`src/rtl/pipe_control.sv`:
```
// pipe_control: ID-stage decode, load-use / multiply stall and branch flush
// control, plus the ID/EX control register feeding the EX stage.
module pipe_control #(
  parameter int MUL_LAT    = 3,
  parameter int ENABLE_MUL = 1,
  parameter int RAW        = 5
) (
  input  logic           clk_i,
  input  logic           rst_i,
  input  logic           valid_i,
  input  logic [6:0]     Op_i,
  input  logic [6:0]     Funct7_i,
  input  logic [RAW-1:0] RS1addr_i,
  input  logic [RAW-1:0] RS2addr_i,
  input  logic [RAW-1:0] RDaddr_i,
  input  logic           BrTaken_i,
  output logic           Stall_o,
  output logic           Flush_o,
  output logic           Busy_o,
  output logic           EX_valid_o,
  output logic           EX_RegWrite_o,
  output logic           EX_MemtoReg_o,
  output logic           EX_MemRead_o,
  output logic           EX_MemWrite_o,
  output logic           EX_ALUSrc_o,
  output logic           EX_Mul_o,
  output logic [1:0]     EX_ALUOp_o,
  output logic [RAW-1:0] EX_RDaddr_o
);

  localparam logic [6:0] OP_R  = 7'b0110011;
  localparam logic [6:0] OP_I  = 7'b0010011;
  localparam logic [6:0] OP_LD = 7'b0000011;
  localparam logic [6:0] OP_ST = 7'b0100011;
  localparam logic [6:0] OP_BR = 7'b1100011;

  localparam logic [0:0] IDLE    = 1'b0;
  localparam logic [0:0] MULBUSY = 1'b1;

  // A single-cycle multiply never needs to hold the pipe.
  localparam logic       MUL_MULTI = (MUL_LAT > 1);
  localparam logic [3:0] CNT_LOAD  = (MUL_LAT > 1) ? 4'(MUL_LAT - 2) : 4'd0;

  logic [0:0] state;
  logic [3:0] cnt;

  logic           dec_valid, dec_rw, dec_m2r, dec_mr, dec_mw, dec_src, dec_mul;
  logic [1:0]     dec_aluop;
  logic [RAW-1:0] dec_rd;
  logic           is_r, is_st, is_br;
  logic           rs2_used, load_use, mul_ex, busy;

  // Combinational ID decode; an unknown opcode or empty slot decodes to nothing.
  always_comb begin
    dec_valid = 1'b0;
    dec_rw    = 1'b0;
    dec_m2r   = 1'b0;
    dec_mr    = 1'b0;
    dec_mw    = 1'b0;
    dec_src   = 1'b0;
    dec_aluop = 2'b00;
    is_r      = 1'b0;
    is_st     = 1'b0;
    is_br     = 1'b0;
    if (valid_i) begin
      case (Op_i)
        OP_R:  begin dec_valid = 1'b1; is_r  = 1'b1; dec_rw = 1'b1; dec_aluop = 2'b10; end
        OP_I:  begin dec_valid = 1'b1; dec_rw = 1'b1; dec_aluop = 2'b11; dec_src = 1'b1; end
        OP_LD: begin
          dec_valid = 1'b1; dec_rw = 1'b1; dec_mr = 1'b1; dec_m2r = 1'b1; dec_src = 1'b1;
        end
        OP_ST: begin dec_valid = 1'b1; is_st = 1'b1; dec_mw = 1'b1; dec_src = 1'b1; end
        OP_BR: begin dec_valid = 1'b1; is_br = 1'b1; dec_aluop = 2'b01; end
        default: ;
      endcase
    end
  end

  assign dec_mul  = is_r && (Funct7_i == 7'b0000001) && (ENABLE_MUL != 0);
  assign dec_rd   = dec_valid ? RDaddr_i : '0;
  assign rs2_used = is_r || is_st || is_br;

  // rs1 is read by every decoded class; rs2 only by R, store and branch.
  assign load_use = EX_MemRead_o && (EX_RDaddr_o != '0) &&
                    ((dec_valid && (RS1addr_i == EX_RDaddr_o)) ||
                     (rs2_used  && (RS2addr_i == EX_RDaddr_o)));

  assign mul_ex = EX_valid_o && EX_Mul_o && MUL_MULTI;

  // The cycle the counter sits at zero is the multiply's last EX cycle, so the
  // hold is released there and the next instruction enters EX on that edge.
  // Without this a held multiply would re-trigger busy when back in IDLE.
  assign busy = ((state == MULBUSY) && (cnt != 4'd0)) ||
                ((state == IDLE) && mul_ex);

  assign Busy_o  = busy;
  assign Stall_o = busy || load_use;
  assign Flush_o = !rst_i && !Stall_o && is_br && BrTaken_i;

  // Multiply occupancy tracker.
  always_ff @(posedge clk_i or posedge rst_i) begin
    if (rst_i) begin
      state <= IDLE;
      cnt   <= 4'd0;
    end else begin
      case (state)
        IDLE: if (mul_ex) begin
          state <= MULBUSY;
          cnt   <= CNT_LOAD;
        end
        MULBUSY: if (cnt == 4'd0) state <= IDLE;
                 else             cnt   <= cnt - 4'd1;
        default: state <= IDLE;
      endcase
    end
  end

  // ID/EX register: hold while busy, bubble on load-use, else take the decode.
  always_ff @(posedge clk_i or posedge rst_i) begin
    if (rst_i) begin
      EX_valid_o    <= 1'b0;
      EX_RegWrite_o <= 1'b0;
      EX_MemtoReg_o <= 1'b0;
      EX_MemRead_o  <= 1'b0;
      EX_MemWrite_o <= 1'b0;
      EX_ALUSrc_o   <= 1'b0;
      EX_Mul_o      <= 1'b0;
      EX_ALUOp_o    <= 2'b00;
      EX_RDaddr_o   <= '0;
    end else if (busy) begin
      // hold
    end else if (load_use) begin
      EX_valid_o    <= 1'b0;
      EX_RegWrite_o <= 1'b0;
      EX_MemtoReg_o <= 1'b0;
      EX_MemRead_o  <= 1'b0;
      EX_MemWrite_o <= 1'b0;
      EX_ALUSrc_o   <= 1'b0;
      EX_Mul_o      <= 1'b0;
      EX_ALUOp_o    <= 2'b00;
      EX_RDaddr_o   <= '0;
    end else begin
      EX_valid_o    <= dec_valid;
      EX_RegWrite_o <= dec_rw;
      EX_MemtoReg_o <= dec_m2r;
      EX_MemRead_o  <= dec_mr;
      EX_MemWrite_o <= dec_mw;
      EX_ALUSrc_o   <= dec_src;
      EX_Mul_o      <= dec_mul;
      EX_ALUOp_o    <= dec_aluop;
      EX_RDaddr_o   <= dec_rd;
    end
  end

endmodule

```
`config.mk`:
```
export PLATFORM = sky130hd
export DESIGN_NAME = pipe_control
export DESIGN_NICKNAME = d
export VERILOG_FILES = /design/src/rtl/pipe_control.sv
export SDC_FILE = /design/constraint.sdc
export NUM_CORES = 1
export LEC_CHECK = 0
export CORE_UTILIZATION = 36
export CTS_CLUSTER_DIAMETER = 40
export DETAILED_ROUTE_END_ITERATION = 6
export GPL_ROUTABILITY_DRIVEN = 1
export PLACE_DENSITY = 0.86
export SYNTH_ARGS = -nofsm -noshare
export SYNTH_HDL_FRONTEND = slang
export SYNTH_SLANG_ARGS = --single-unit
export TNS_END_PERCENT = 20
```
`constraint.sdc`:
```
create_clock -name clk_i -period 2.15 [get_ports clk_i]
set_input_delay 0.215 -clock clk_i [delete_from_list [all_inputs] [get_ports clk_i]]
set_output_delay 0.215 -clock clk_i [all_outputs]
set_load 0.1 [all_outputs]
```
* Yosys cells after proc, flatten, opt, wreduce, memory -nomap -nowiden
Index checks and enable logic that the tools add are counted.
** Storage, ports and cells
- Word-level logic and storage cells :: 78
- Output and inout bits :: 17
- Input bits :: 33
- Register bits :: 18
** Operators by class
- Multiplexer cells :: 31
- $add $sub $neg :: 1
- Equal/unequal tests :: 10
- Reduce and logical (&&, ||, !) cells :: 25
- Bitwise logic cells :: 1
** Operators with widths (number)
- 2-to-1 mux 1 bit :: 22
- equality test 7 x 6 -> 1 bit (second input constant) :: 2
- logical AND 1 bit :: 11
- equality test 5 bit :: 2
- 2-to-1 mux 5 bit :: 2
- 2-to-1 mux 4 bit :: 2
- one-hot mux 4 bit (2 select lines) :: 1
- equality test 7 x 1 -> 1 bit (second input constant) :: 1
- equality test 7 x 2 -> 1 bit (second input constant) :: 1
- equality test 7 x 5 -> 1 bit (second input constant) :: 1
- equality test 7 bit (second input constant) :: 1
- one-hot mux 2 bit (3 select lines) :: 1
- OR reduction 3 bit :: 2
- logical OR 1 bit :: 5
- nonzero test 5 bit :: 1
- OR reduction 5 bit :: 1
- logical NOT 4 bit :: 1
- 2-to-1 mux 2 bit :: 2
- inequality test 2 bit (second input constant) :: 2
- nonzero test 4 bit :: 1
- subtractor 4 x 1 -> 4 bit (second input constant) :: 1
- logical NOT 1 bit :: 2
- one-hot mux 1 bit (2 select lines) :: 1
- AND reduction 2 bit :: 1
- inverter 1 bit :: 1

* Longest topological paths before layout
Gate-level depths: netlist (run 1).
- Depth after elaboration :: 13
- Mapped depth :: 8
- Gate-level depth less buffers :: 7

* Worst setup path after synthesis (run 1)
OpenSTA, ideal clock, no wires.
- Kind :: register to output
- From :: register EX_RDaddr_o[3]
- To :: output Stall_o
- Arrival :: 2738 ps
- Stages on the path, launching flop included :: 6
- Data required time :: 1935 ps
- Setup slack :: -803 ps
- Path through :: dfrtp_1 or4_1 nor2_1 nor4_2 nor2_1 nand3_1
** Between the ends
- Cells in the longest elaborated chain, start to end :: 5
** RTL lines
- from (decl) :: line 28 : output logic [RAW-1:0] EX_RDaddr_o
- from (signal assigned) :: line 151 : EX_RDaddr_o <= dec_rd;
- equality test 5 bit, on equally long branches :: line 85, 86
- logical AND 1 bit, on equally long branches :: line 85, 86
- logical OR 1 bit :: line 85 : ((dec_valid && (RS1addr_i == EX_RDaddr_o)) ||
- logical AND 1 bit (*) :: line 84 : assign load_use = EX_MemRead_o && (EX_RDaddr_o != '0) &&
- logical OR 1 bit (*) :: line 97 : assign Stall_o = busy || load_use;
- to (decl) :: line 17 : output logic Stall_o,
Every way passes the cells marked *; elsewhere a longest branch is shown, timed or not.

* Final worst setup path (run 1)
- From :: register cnt[1]
- To :: output Flush_o
** Between the ends
- Cells in the longest elaborated chain, start to end :: 8
** RTL lines
- from (decl) :: line 45 : logic [3:0] cnt;
- from (signal assigned) :: line 112 : else cnt <= cnt - 4'd1;
- nonzero test 4 bit :: line 93 : assign busy = ((state == MULBUSY) && (cnt != 4'd0)) ||
- logical AND 1 bit :: line 93
- logical OR 1 bit :: line 93
- logical OR 1 bit :: line 97
- logical NOT 1 bit :: line 98 : assign Flush_o = !rst_i && !Stall_o && is_br && BrTaken_i;
- logical AND 1 bit (3 in a row) :: line 98
- to (decl) :: line 18 : output logic Flush_o,
No other way between the ends.

==> results of run 1 <==
critical path: cells and delay by family, from the launching register on:
family	cells	cell delay, ps
and+or+nand+nor	3	740
AOI/OAI and AO/OA	1	260
adders and majority gates	1	150
buffers and inverters	2	240
DFF	1	410
metal layers:
| layer | track usage | vias to the layer above |
|---|---|---|
| li1 | - | 484 |
| met1 | 0.2311 | 494 |
| met2 | 0.3718 | 51 |
| met3 | 0.04450 | 4 |
| met4 | 0.05357 | 0 |
| met5 | 0 | - |
stage by stage:
step | setup WS [ps] | area (sq um)
after global placement | 76.00 | 1660
after CTS | -188.8 | 1717
after detailed placement | 32.26 | 1660
after floorplan | -129.4 | 1080
after global routing | -258.7 | 1749
final | -169.0 | 1749
final cells by class:
type                       count  share of cell area
sequential                    18              0.2661
clock buffer                   4             0.02074
timing repair buffer          64              0.3441
multi-input combinational     72              0.3383
inverter                       4            0.008584
tap                           31             0.02217
sequential cells by signal, indices dropped and copies added, names as in the netlist:
name,count
state,1
EX_ALUOp_o,2
EX_MemWrite_o,1
EX_ALUSrc_o,1
EX_RegWrite_o,1
EX_MemRead_o,1
EX_valid_o,1
EX_Mul_o,1
EX_RDaddr_o,5
cnt,4
worst paths after layout:
path | startpoint | to | cells past startpoint
worst min register to register | EX_ALUOp_o[1] | EX_ALUOp_o[1] | 1
worst max-delay path | cnt[1] | Flush_o | 7
worst min-delay path | rst_i | EX_ALUOp_o[1] | 3
min in group clk_i | RDaddr_i[4] | EX_RDaddr_o[4] | 2
worst max register to register | cnt[1] | EX_MemWrite_o | 7
max in group asynchronous | rst_i | EX_RDaddr_o[0] | 3
Yosys cell counts:
library cell / number
nor4_2: 1
a22oi_1: 1
a21o_1: 1
a22o_1: 11
o2111ai_1: 1
nor4_1: 1
o21ai_2: 1
nor3_4: 1
and4b_1: 1
nand4_1: 2
and2_0: 1
or4_1: 1
dfrtp_1: 18
xnor2_1: 11
o41ai_1: 1
or3_4: 1
nand3b_1: 1
ha_1: 1
nand2_1: 6
nor2b_1: 1
nor4_4: 2
a31oi_1: 1
nor3_1: 3
o21ai_0: 1
xor2_1: 1
or3b_4: 1
inv_1: 4
and3_1: 1
clkbuf_1: 1
nor2_1: 10
buf_6: 1
and4_1: 1
a21bo_1: 1
buf_4: 1
nand3_1: 5
power breakdown:
group          internal, uW  total [uW]  switching (uW)
registers               340         342            1.76
clock network           103         212             108
logic                  73.1         122            48.4
kinds of logic (layout without fill, tap and decap cells):
| family | Yosys count | after routing | share of synthesized area |
|---|---|---|---|
| AO/OA/AOI/OAI | 19 | 19 | 0.1543 |
| XOR/XNOR | 12 | 12 | 0.1021 |
| adder cells (fa/ha/maj) | 1 | 1 | 0.01215 |
| buffers and inverters | 7 | 72 | 0.03645 |
| flip-flops | 18 | 18 | 0.4374 |
| AND/OR/NAND/NOR | 40 | 40 | 0.2576 |
repair_timing:
item,CTS,global route
cloned,0,0
setup endpoints to repair,6,11
endpoints found under the hold margin,0,0
buffers inserted,1,3
pin swaps,1,4
gates resized for setup,3,2
layout by cell type, fill, tap and decap left out, types with 2 or more instances in the layout:
| cell type | synthesis | routed |
|---|---|---|
| buf_4 | 1 | 28 |
| dfrtp_1 | 18 | 10 |
| nand2_1 | 6 | 6 |
| nor3_1 | 3 | 3 |
| buf_12 | 0 | 3 |
| xnor2_1 | 11 | 11 |
| dfrtp_4 | 0 | 2 |
| nor2_1 | 10 | 9 |
| nor4_4 | 2 | 2 |
| a22o_1 | 11 | 11 |
| dfrtp_2 | 0 | 6 |
| nand3_1 | 5 | 4 |
| clkdlybuf4s50_1 | 0 | 32 |
| clkbuf_4 | 0 | 3 |
| nand4_1 | 2 | 2 |
| inv_1 | 4 | 4 |
==> metrics.txt, run 1 <==
via/cell ratio=5.352; Initial Util=0.3767; CP Data Arrival Time=2100 ps; CTS tree=yes; Lkg Pwr=0.0007728 uW; Req. time, crit path=1930 ps; synthesized area=0.001030 sq mm; DP Cell Count=185; Worst-path clk slew=110 ps; violated checks=negative setup slack; Yosys reg bits=18; H-tree depth=1; final wirelength=2.937 mm; post-route met1 wirelength=1.152 mm; Remaining DRCs=0; Initial DRT Pass Iterations=4; RSZ-0062 raised after global routing=yes; WL met2=1.568 mm; maximum root-to-sink buffer count=2; setup ws final=-169.0 ps; Root Driver=clkbuf_4; Sequential cell area=465.4 sq um; syn_nets=131; synthesis-to-finish area growth=69.87%; die area=0.003078 sq mm; fin util=0.6398; Seq/Total Area, Yosys=0.4374; PD cells=385.9 mW/mm^2; Crit-path slowest cell=dfrtp_1; cell chain of the critical path=inv_1 -> ha_1 -> or3b_4 -> a21bo_4 -> nor2_1 -> and3_4 -> buf_12; overall power=675.0 uW; hold slack=270.1 ps; Yosys cell types=35; Peak Freq=0.4312 GHz; GRT Overall Usage=0.2009; Clock Latency Late Sink=290 ps; Reg2Reg Setup Slack=50 ps; CORE AREA=0.002734 sq mm; area of the multi-input gates=591.8 sq um; top sig layer=met4; Tmin final=2319 ps; grt ovf=0; worst-path maximum fanout=6; Max stage delay on crit path=410 ps; synth top area cells=dfrtp_1 (44%), a22o_1 (9.4%), xnor2_1 (9.4%); Synth area leader=dfrtp_1; instance count of the mapped netlist=97; Ports=50; DRT iter0 DRCs=31; yosys warns=0; share of cells above drive strength 1=0.3519; CP Launch Type=flop; GP Congestion=0.8453; Avg WL per Cell=15.22 microns; largest net degree at the start of global routing=19; Rows=19; first-pass GRT wire length=4.878 mm; share of the synthesized area in the top cell type=0.4374; status=finished, violations left; hold-fix buffer count after cts=0; HP Class=input port to asynchronous set/reset pin; Worst IR Drop VDD=0.3436 mV; IO buf count=49; slew at the pin closest to its max-slew limit=411.3 ps; clk_skew=2.253 ps; Setup TNS=-243.8 ps; die width=55.48 microns; Post-Layout Cell Count=193; Final Hold Viols=0; Avg Cell Area, Syn=10.62 sq um; Antenna Nets Post-Route=0; # fillers=207; Final Max Slew Viols=0; cts bufs inserted=3; CTS sink count=18; Critical Path End Type=primary output; WL met3=193 microns; fin nets=197; number of global-route vias before repair=1046; final period utilization=1.079; DR vias=1033; initial antenna violation count=0; worst setup path category=flop to primary output; Final setup viols=2; DP HPWL=2.290 mm; Die H=55.48 microns; Slew HR=0.7237; MaxCap Viol Count=0; Diodes inserted=0
No activity file was read; power rests on OpenSTA's default activity.
==> run 2: changes to the inputs <==
Settings changed: SLEW_MARGIN from default to 20.
==> results of run 2 <==
No change in the layout: final DEF, timing and power equal those of run 1.
